===== src/rtl/arith_sequencer_if.sv =====
// Request/response bundle between the calculator front end and arith_sequencer.
// The master issues operations; the slave (the sequencer) returns results and datapath config.
interface arith_sequencer_if #(
   parameter int unsigned WIDTH = 8
);
   logic             start;
   logic [2:0]       op;
   logic [WIDTH-1:0] a;
   logic [WIDTH-1:0] b;
   logic             busy;
   logic             done;
   logic [WIDTH-1:0] result;
   logic [WIDTH-1:0] result_hi;
   logic             overflow;
   logic             div_by_zero;
   logic             add_sub;
   logic             left_right;
   logic             logic_arith;

   modport master (
      output start, op, a, b,
      input  busy, done, result, result_hi, overflow, div_by_zero,
      input  add_sub, left_right, logic_arith
   );

   modport slave (
      input  start, op, a, b,
      output busy, done, result, result_hi, overflow, div_by_zero,
      output add_sub, left_right, logic_arith
   );
endinterface


===== src/rtl/arith_sequencer.sv =====
// Multi-cycle arithmetic sequencer: add/sub, shift-add multiply, restoring divide and
// bit-serial shifts, with registered results and a one-cycle done pulse.
module arith_sequencer #(
   parameter int unsigned WIDTH = 8
) (
   input logic               clk,
   input logic               rst_n,
   arith_sequencer_if.slave  bus
);
   localparam int unsigned ShW  = $clog2(WIDTH);
   localparam int unsigned CntW = ShW + 1;
   localparam int unsigned Msb  = WIDTH - 1;

   localparam logic [2:0] OpAdd = 3'b000;
   localparam logic [2:0] OpSub = 3'b001;
   localparam logic [2:0] OpMul = 3'b010;
   localparam logic [2:0] OpDiv = 3'b011;
   localparam logic [2:0] OpLsl = 3'b100;
   localparam logic [2:0] OpLsr = 3'b101;
   localparam logic [2:0] OpAsl = 3'b110;
   localparam logic [2:0] OpAsr = 3'b111;

   typedef enum logic [1:0] {StIdle, StExec, StDone} state_e;

   state_e            state_q;
   logic [2:0]        op_q;
   logic [WIDTH-1:0]  a_q, b_q;
   logic [CntW-1:0]   cnt_q;
   // hi: MUL high partial product / DIV remainder; lo: MUL multiplier, DIV quotient, shift value
   logic [WIDTH-1:0]  hi_q, lo_q, hi_d, lo_d;
   logic              busy_q, done_q, ovf_q, dbz_q;
   logic              add_sub_q, left_right_q, logic_arith_q;
   logic [WIDTH-1:0]  res_q, res_hi_q;

   logic [WIDTH-1:0]  res_d, res_hi_d, sum, diff;
   logic              ovf_d, dbz_d;
   logic [WIDTH:0]    mul_sum, div_shift;

   function automatic logic [CntW-1:0] n_cycles(input logic [2:0] o, input logic [ShW-1:0] sh);
      if (o == OpMul || o == OpDiv) return CntW'(WIDTH);
      if (o[2] && sh != '0) return CntW'(sh);
      return CntW'(1);
   endfunction

   always_comb begin
      hi_d      = hi_q;
      lo_d      = lo_q;
      mul_sum   = '0;
      div_shift = '0;
      sum       = a_q + b_q;
      diff      = a_q - b_q;
      res_d     = '0;
      res_hi_d  = '0;
      ovf_d     = 1'b0;
      dbz_d     = 1'b0;
      case (op_q)
         OpAdd: begin
            res_d = sum;
            ovf_d = (a_q[Msb] == b_q[Msb]) && (sum[Msb] != a_q[Msb]);
         end
         OpSub: begin
            res_d = diff;
            ovf_d = (a_q[Msb] != b_q[Msb]) && (diff[Msb] != a_q[Msb]);
         end
         OpMul: begin
            mul_sum      = {1'b0, hi_q} + (lo_q[0] ? {1'b0, a_q} : '0);
            {hi_d, lo_d} = {mul_sum, lo_q[WIDTH-1:1]};
            res_d        = lo_d;
            res_hi_d     = hi_d;
            ovf_d        = |hi_d;
         end
         OpDiv: begin
            // b=0 always "fits", so the quotient fills with ones and a shifts into the remainder
            div_shift = {hi_q, lo_q[WIDTH-1]};
            if (div_shift >= {1'b0, b_q}) begin
               hi_d = WIDTH'(div_shift - {1'b0, b_q});
               lo_d = {lo_q[WIDTH-2:0], 1'b1};
            end else begin
               hi_d = div_shift[WIDTH-1:0];
               lo_d = {lo_q[WIDTH-2:0], 1'b0};
            end
            res_d    = lo_d;
            res_hi_d = hi_d;
            dbz_d    = (b_q == '0);
         end
         default: begin
            if (b_q[ShW-1:0] != '0) begin
               unique case (op_q)
                  OpLsr:   lo_d = lo_q >> 1;
                  OpAsr:   lo_d = {lo_q[Msb], lo_q[WIDTH-1:1]};
                  default: lo_d = lo_q << 1;
               endcase
            end
            res_d = lo_d;
         end
      endcase
   end

   always_ff @(posedge clk or negedge rst_n) begin
      if (!rst_n) begin
         state_q       <= StIdle;
         op_q          <= '0;
         a_q           <= '0;
         b_q           <= '0;
         cnt_q         <= '0;
         hi_q          <= '0;
         lo_q          <= '0;
         busy_q        <= 1'b0;
         done_q        <= 1'b0;
         res_q         <= '0;
         res_hi_q      <= '0;
         ovf_q         <= 1'b0;
         dbz_q         <= 1'b0;
         add_sub_q     <= 1'b0;
         left_right_q  <= 1'b0;
         logic_arith_q <= 1'b0;
      end else begin
         unique case (state_q)
            StIdle, StDone: begin
               done_q <= 1'b0;
               if (bus.start) begin
                  state_q       <= StExec;
                  busy_q        <= 1'b1;
                  op_q          <= bus.op;
                  a_q           <= bus.a;
                  b_q           <= bus.b;
                  cnt_q         <= n_cycles(bus.op, bus.b[ShW-1:0]);
                  hi_q          <= '0;
                  lo_q          <= (bus.op == OpMul) ? bus.b : bus.a;
                  add_sub_q     <= (bus.op == OpSub);
                  left_right_q  <= (bus.op == OpLsr) || (bus.op == OpAsr);
                  logic_arith_q <= (bus.op == OpAsl) || (bus.op == OpAsr);
               end else begin
                  state_q <= StIdle;
               end
            end
            StExec: begin
               hi_q  <= hi_d;
               lo_q  <= lo_d;
               cnt_q <= cnt_q - CntW'(1);
               if (cnt_q == CntW'(1)) begin
                  state_q  <= StDone;
                  busy_q   <= 1'b0;
                  done_q   <= 1'b1;
                  res_q    <= res_d;
                  res_hi_q <= res_hi_d;
                  ovf_q    <= ovf_d;
                  dbz_q    <= dbz_d;
               end
            end
            default: state_q <= StIdle;
         endcase
      end
   end

   assign bus.busy        = busy_q;
   assign bus.done        = done_q;
   assign bus.result      = res_q;
   assign bus.result_hi   = res_hi_q;
   assign bus.overflow    = ovf_q;
   assign bus.div_by_zero = dbz_q;
   assign bus.add_sub     = add_sub_q;
   assign bus.left_right  = left_right_q;
   assign bus.logic_arith = logic_arith_q;
endmodule


===== src/flat_wrapper.sv =====
// flat-port wrapper written by rule: the top's interface ports become plain ports
module arith_sequencer_flat 
#(
   parameter int unsigned WIDTH = 8
)
  (clk, rst_n, bus_start, bus_op, bus_a, bus_b, bus_busy, bus_done, bus_result, bus_result_hi, bus_overflow, bus_div_by_zero, bus_add_sub, bus_left_right, bus_logic_arith);
  arith_sequencer_if #(.WIDTH(WIDTH)) bus_i ();
  input logic clk;
  input logic rst_n;
  input wire logic [$bits(bus_i.start)-1:0] bus_start;
  input wire logic [$bits(bus_i.op)-1:0] bus_op;
  input wire logic [$bits(bus_i.a)-1:0] bus_a;
  input wire logic [$bits(bus_i.b)-1:0] bus_b;
  output wire logic [$bits(bus_i.busy)-1:0] bus_busy;
  output wire logic [$bits(bus_i.done)-1:0] bus_done;
  output wire logic [$bits(bus_i.result)-1:0] bus_result;
  output wire logic [$bits(bus_i.result_hi)-1:0] bus_result_hi;
  output wire logic [$bits(bus_i.overflow)-1:0] bus_overflow;
  output wire logic [$bits(bus_i.div_by_zero)-1:0] bus_div_by_zero;
  output wire logic [$bits(bus_i.add_sub)-1:0] bus_add_sub;
  output wire logic [$bits(bus_i.left_right)-1:0] bus_left_right;
  output wire logic [$bits(bus_i.logic_arith)-1:0] bus_logic_arith;
  assign bus_i.start = bus_start;
  assign bus_i.op = bus_op;
  assign bus_i.a = bus_a;
  assign bus_i.b = bus_b;
  assign bus_busy = bus_i.busy;
  assign bus_done = bus_i.done;
  assign bus_result = bus_i.result;
  assign bus_result_hi = bus_i.result_hi;
  assign bus_overflow = bus_i.overflow;
  assign bus_div_by_zero = bus_i.div_by_zero;
  assign bus_add_sub = bus_i.add_sub;
  assign bus_left_right = bus_i.left_right;
  assign bus_logic_arith = bus_i.logic_arith;
  arith_sequencer #(.WIDTH(WIDTH)) u_core (.clk(clk), .rst_n(rst_n), .bus(bus_i));
endmodule

===== config.mk =====
export PLATFORM = sky130hd
export DESIGN_NAME = arith_sequencer_flat
export DESIGN_NICKNAME = d
export VERILOG_FILES = /design/src/rtl/arith_sequencer_if.sv /design/src/rtl/arith_sequencer.sv /design/src/flat_wrapper.sv
export SDC_FILE = /design/constraint.sdc
export NUM_CORES = 1
export LEC_CHECK = 0
export ABC_AREA = 1
export BUFFER_PORTS_ARGS = -buffer_cell sky130_fd_sc_hd__buf_4
export CAP_MARGIN = 10
export CELL_PAD_IN_SITES_DETAIL_PLACEMENT = 1
export CELL_PAD_IN_SITES_GLOBAL_PLACEMENT = 1
export CORE_MARGIN = 10
export CORE_UTILIZATION = 43
export CTS_CLUSTER_DIAMETER = 100
export DETAILED_ROUTE_END_ITERATION = 16
export GPL_TIMING_DRIVEN = 0
export PLACE_DENSITY = 0.85
export REMOVE_ABC_BUFFERS = 1
export SLEW_MARGIN = 20
export SYNTH_ARGS = -nofsm -noshare
export SYNTH_HDL_FRONTEND = slang
export SYNTH_SLANG_ARGS = --single-unit

===== constraint.sdc =====
create_clock -name clk -period 2.4 [get_ports clk]
set_input_delay 0.24 -clock clk [delete_from_list [all_inputs] [get_ports clk]]
set_output_delay 0.24 -clock clk [all_outputs]
set_load 0.005 [all_outputs]

=== After elaboration in Yosys (flattened, before gate mapping) ===
Index checks and enable logic that the tools add are counted.

* Bits of input ports: 22
* Logic and storage cells: 103
* Register bits after elaboration: 64

* Add/subtract/negate cells: 5
* Muxes and demuxes: 37
* Equal/unequal tests: 22
* Order comparisons: 1
* Reduce and logical (&&, ||, !) cells: 22

{| class="wikitable"
|+ Operator list
! cell !! number
|-
| case mux 8 bit (2 select lines) || 5
|-
| 2-to-1 mux 8 bit || 6
|-
| case mux 8 bit (4 select lines) || 1
|-
| case mux 8 bit (3 select lines) || 1
|-
| 2-to-1 mux 4 bit || 5
|-
| subtractor 8 bit || 2
|-
| == test 3 bit, second input constant || 5
|-
| 2-to-1 mux 1 bit || 13
|-
| == test 3 x 2 -> 1 bit, second input constant || 4
|-
| adder 8 x 8 -> 9 bit || 1
|-
| greater-or-equal comparator 9 x 8 -> 1 bit || 1
|-
| AND reduction 3 bit || 3
|-
| adder 8 bit || 1
|-
| zero test 8 bit || 1
|-
| case mux 4 bit (2 select lines) || 1
|-
| AND reduction 2 bit || 4
|-
| OR reduction 8 bit || 1
|-
| == test 3 x 1 -> 1 bit, second input constant || 2
|-
| nonzero test 3 bit || 2
|-
| == test 4 x 1 -> 1 bit, second input constant || 1
|-
| != test 2 bit, second input constant || 2
|-
| case mux 1 bit (2 select lines) || 2
|-
| case mux 2 bit (2 select lines) || 1
|-
| OR reduction 2 bit || 2
|-
| 14 further kinds || 20
|}

=== Logic depth before layout (Yosys ltp) ===
* Depth after elaboration: 12
* Gate-level depth with buffers: 18
* Gate-level depth less buffers: 17

=== Worst setup path after synthesis ===
OpenSTA, ideal clock, no wires.

* Path type: reg-to-reg
* Start point: register u_core.lo_q[0]
* End point: register u_core.ovf_q, in the netlist u_core.bus.overflow
* Cell stages (with the launch flop): 18
* Data arrival time: 1944 ps
* Clock period less this slack: 2060 ps
* Setup time: 117 ps
* Setup slack: 340 ps
* Cell sequence: dfrtp_1 -> clkbuf_1 -> nand2_1 -> inv_1 -> ha_1 -> fa_1 -> nand3_1 -> nand2_1 -> nand2_1 -> nand2_1 -> nand2_1 -> nand2_1 -> nor2_1 -> nand2_1 -> nand2_1 -> nand2_1 -> nand2_1 -> nand2_1

* Word-level cells in the longest chain between the ends: 4

{| class="wikitable"
|+ Ends and longest elaborated chain
! what !! RTL line !! text
|-
| start, declared || arith_sequencer.sv:30 || <nowiki>logic [WIDTH-1:0] hi_q, lo_q, hi_d, lo_d;</nowiki>
|-
| start signal, assigned || arith_sequencer.sv:129 || <nowiki>lo_q <= (bus.op == OpMul) ? bus.b : bus.a;</nowiki>
|-
| start signal, assigned || arith_sequencer.sv:139 || <nowiki>lo_q <= lo_d;</nowiki>
|-
| 2-to-1 mux 8 bit || arith_sequencer.sv:66 || <nowiki>mul_sum = {1'b0, hi_q} + (lo_q[0] ? {1'b0, a_q} : '0);</nowiki>
|-
| adder 8 x 8 -> 9 bit || arith_sequencer.sv:66 ||
|-
| OR reduction 8 bit || arith_sequencer.sv:70 || <nowiki>ovf_d = |hi_d;</nowiki>
|-
| case mux 1 bit (3 select lines) || arith_sequencer.sv:56 || <nowiki>case (op_q)</nowiki>
|-
| end signal, assigned || arith_sequencer.sv:147 || <nowiki>ovf_q <= ovf_d;</nowiki>
|-
| end, declared || arith_sequencer.sv:31 || <nowiki>logic busy_q, done_q, ovf_q, dbz_q;</nowiki>
|}

Every way passes these cells.
A chain may end at the register's enable or synchronous reset.

=== Worst setup path in the final report ===
* Start point: register u_core.b_q[6]
* End point: register u_core.hi_q[6]

* Word-level cells in the longest chain between the ends: 4
* Elaborated cells between the ends (all ways): 5
* Classes of those cells: add/sub: 1; order compare: 1; mux: 3

{| class="wikitable"
|+ Ends and longest elaborated chain
! what !! RTL line !! text
|-
| start, declared || arith_sequencer.sv:27 || <nowiki>logic [WIDTH-1:0] a_q, b_q;</nowiki>
|-
| start signal, assigned || arith_sequencer.sv:126 || <nowiki>b_q <= bus.b;</nowiki>
|-
| subtractor 8 bit or greater-or-equal comparator 9 x 8 -> 1 bit (tied branches) || arith_sequencer.sv:76, arith_sequencer.sv:75 ||
|-
| 2-to-1 mux 8 bit * || arith_sequencer.sv:75 || <nowiki>if (div_shift >= {1'b0, b_q}) begin</nowiki>
|-
| case mux 8 bit (2 select lines) * || arith_sequencer.sv:56 ||
|-
| case mux 8 bit (2 select lines) * || arith_sequencer.sv:118 || <nowiki>unique case (state_q)</nowiki>
|-
| end signal, assigned || arith_sequencer.sv:138 || <nowiki>hi_q <= hi_d;</nowiki>
|-
| end, declared || arith_sequencer.sv:30 ||
|}

Every way passes the cells marked *; elsewhere a longest branch is shown, timed or not.

==> run metrics <==
Via density 5.61; die width 128 um; number of clock sinks 64; clock skew 4.74 ps; Placed Cells incl. Taps 914; final slew viol count 0; die area 16300 um2; # diodes 0; WL/cell 18.9 um; Max Cap Viol 0; Layout Nets 845; highest clock rate 0.441 GHz; Post-synth EDFFs 0; number of global-route vias before repair 5612; Worst EP required 2630 ps; synthesized area per cell 6.67 um2; 1st-iter DRT viols 365; core box area 11400 um2; unrepaired setup endpoints after global routing false; GRT Resource Usage Total 21.6%; Antenna Violating Nets Remaining 0; IO Count 45; Post-Layout Cell Count 935; LEAKAGE 3.13 nW; Hold WS -10.9 ps; worst-path cell chain inv_1 -> ha_1 -> nand2_1 -> nand2_1 -> a21oi_2 -> nand4_2 -> nor2_2 -> nor2_1 -> nand2_1 -> nand2_1 -> nand2_1 -> nand2_1; CP dominant cell by count nand2_1; Warnings, synthesis 0; total power 9.83 mW; initial antenna violation count 0; Initial Utilization 43.7%; Synth area leader dfrtp_1; top_reg_cell synth dfrtp_1; PD cells 1700 nW/um2; leading post-synthesis cells by cell area dfrtp_1 32%, nand2_1 19%, ha_1 8.1%; crit-path max cell delay 400 ps; synthesized area 4970 um2; multi-input logic area 2960 um2; global-route wire length before repair 28.3 mm; dpl hpwl 13.1 mm; Crit path buffers/inverters 1; post-synthesis cell count 746; Slowest-stage cell, CP dfrtp_1; CTS H-tree lvls 3; Inserted Clock Buffers 9; count of final setup violators 0; slew margin rel. 39.4%; failing checks negative hold slack; critical-path maximum fanout 8; dominant delay contributor by cell family on the critical path simple AND/OR/NAND/NOR gates; Std-Cell Rows 39; clk slew on worst S/H paths 50 ps; drt first pass iters 5; final WL 17.7 mm; Critical Path Start Type register; register area share after synthesis 32.2%; Period minus WS final 2270 ps; CTS tree built; synth-to-layout area growth 16.4%; WS Path Type reg2reg; share of cells above drive strength 1 12.4%; count leader, synth nand2_1; Fill cells 1523; routability congestion estimate 0.918; Die H 128 um; synth cell count leaders 251 x nand2_1, 97 x inv_1, 65 x nor2_1, 64 x dfrtp_1, 57 x o21ai_0; status finished, violations left; ys async rst share 100%; post-synth cell types 38; crit end category register; worst-skew pair later-pin latency 350 ps; IO Port Bufs 44; largest net degree at the start of global routing 65; Hold Violations, Final 5; Synth Register Bits 64; Worst VDD drop 0.000578 V; DR vias 5245; worst slew pin tran 903 ps; Final period util 94.4%; Synth top area share 32.2%; Worst Path Arrival 2500 ps; clk root buf clkbuf_16; Sequential Area 1610 um2; DRC viols 0; GRT overflow 0; Bufs on Longest Clock Path 2; worst hold path type in2async
## kinds of logic after synthesis
logic type	synth area share, %
and+or+nand+nor	33.0
buffers and inverters	9.61
xor gates and xnor gates	1.06
AOI/OAI and AO/OA	14.4
adders and majority gates	9.66
DFF	32.2
## timing repair
action / CTS / global route
gates resized for setup: 4 / 17
pin swaps: 1 / 1
buffers inserted: 2 / 1
cloned: 1 / 1
hold buffers: 0 / 0
setup endpoints to repair: 29 / 30
## registers in the layout, summed over array words and instances, names as in the netlist, 2 cells and up
register and cells:
u_core.a_q 8, u_core.b_q 8, u_core.bus.result 8, u_core.bus.result_hi 8, u_core.cnt_q 4, u_core.hi_q 8, u_core.lo_q 8, u_core.op_q 3
u_core.state_q 2
## cell usage in the layout, fill, tap and decap left out, types with 4 or more instances in the layout
master and n:
nand2_1 247, inv_1 94, nor2_1 64, dfrtp_1 61
o21ai_0 57, buf_4 47, nand3_1 46, a21oi_1 29
ha_1 29, nand4_1 11, o22ai_1 11, clkbuf_16 9
o211ai_1 8, nand2_2 7, nor2_2 5, clkinvlp_4 4
xor2_1 4
## routing by layer
layer  vias up  track usage (%)  routed length [um]
li1       2495                -                   -
met1      2608             25.3                7360
met2       109             37.5                9020
met3        33             4.51                 850
met4         0             8.71                 459
met5         -                0                   0
## metrics by stage
| stage | TNS (ps) | setup WS [ps] | instance area (um2) | utilization, % |
|---|---|---|---|---|
| 4_1_cts | 0 | 16.4 | 5710 | 50.2 |
| 6_report | 0 | 134 | 5790 | 50.9 |
| 5_1_grt | 0 | 3.66 | 5790 | 50.9 |
| 2_1_floorplan | 0 | 395 | 4870 | - |
| 3_5_place_dp | -8520 | -628 | 5380 | 47.3 |
| 3_3_place_gp | -6380 | -531 | 5380 | 47.3 |
## worst paths after layout
kind                                                     start  cells past startpoint  slack (ps)                                  end
max reg2reg                          u_core.b_q[6]$_DFFE_PN0P_                     12         130           u_core.hi_q[6]$_DFFE_PN0P_
max                                  u_core.b_q[6]$_DFFE_PN0P_                     12         130           u_core.hi_q[6]$_DFFE_PN0P_
min                                                      rst_n                      1         -10           u_core.hi_q[7]$_DFFE_PN0P_
min in group clk                                      bus_a[3]                      3         100            u_core.a_q[3]$_DFFE_PN0P_
max in group asynchronous                                rst_n                      1        1740            u_core.b_q[3]$_DFFE_PN0P_
min reg2reg                u_core.bus.result_hi[6]$_DFFE_PN0P_                      2         480  u_core.bus.result_hi[6]$_DFFE_PN0P_
## where the power goes
part	internal, mW	leakage (nW)	switching (mW)
clock network	0.831	0.145	0.530
registers	1.59	0.798	0.570
logic	2.18	2.19	4.13
## layout make-up
cell class	count	area share [%]
clock inverter	5	0.973
inverter	100	6.61
multi-input combinational	564	51.2
timing repair buffer	47	6.09
sequential	64	27.7
clock buffer	11	4.19
timing repair inverter	1	0.130
tap	143	3.09
(Power assumes the default switching activity.)
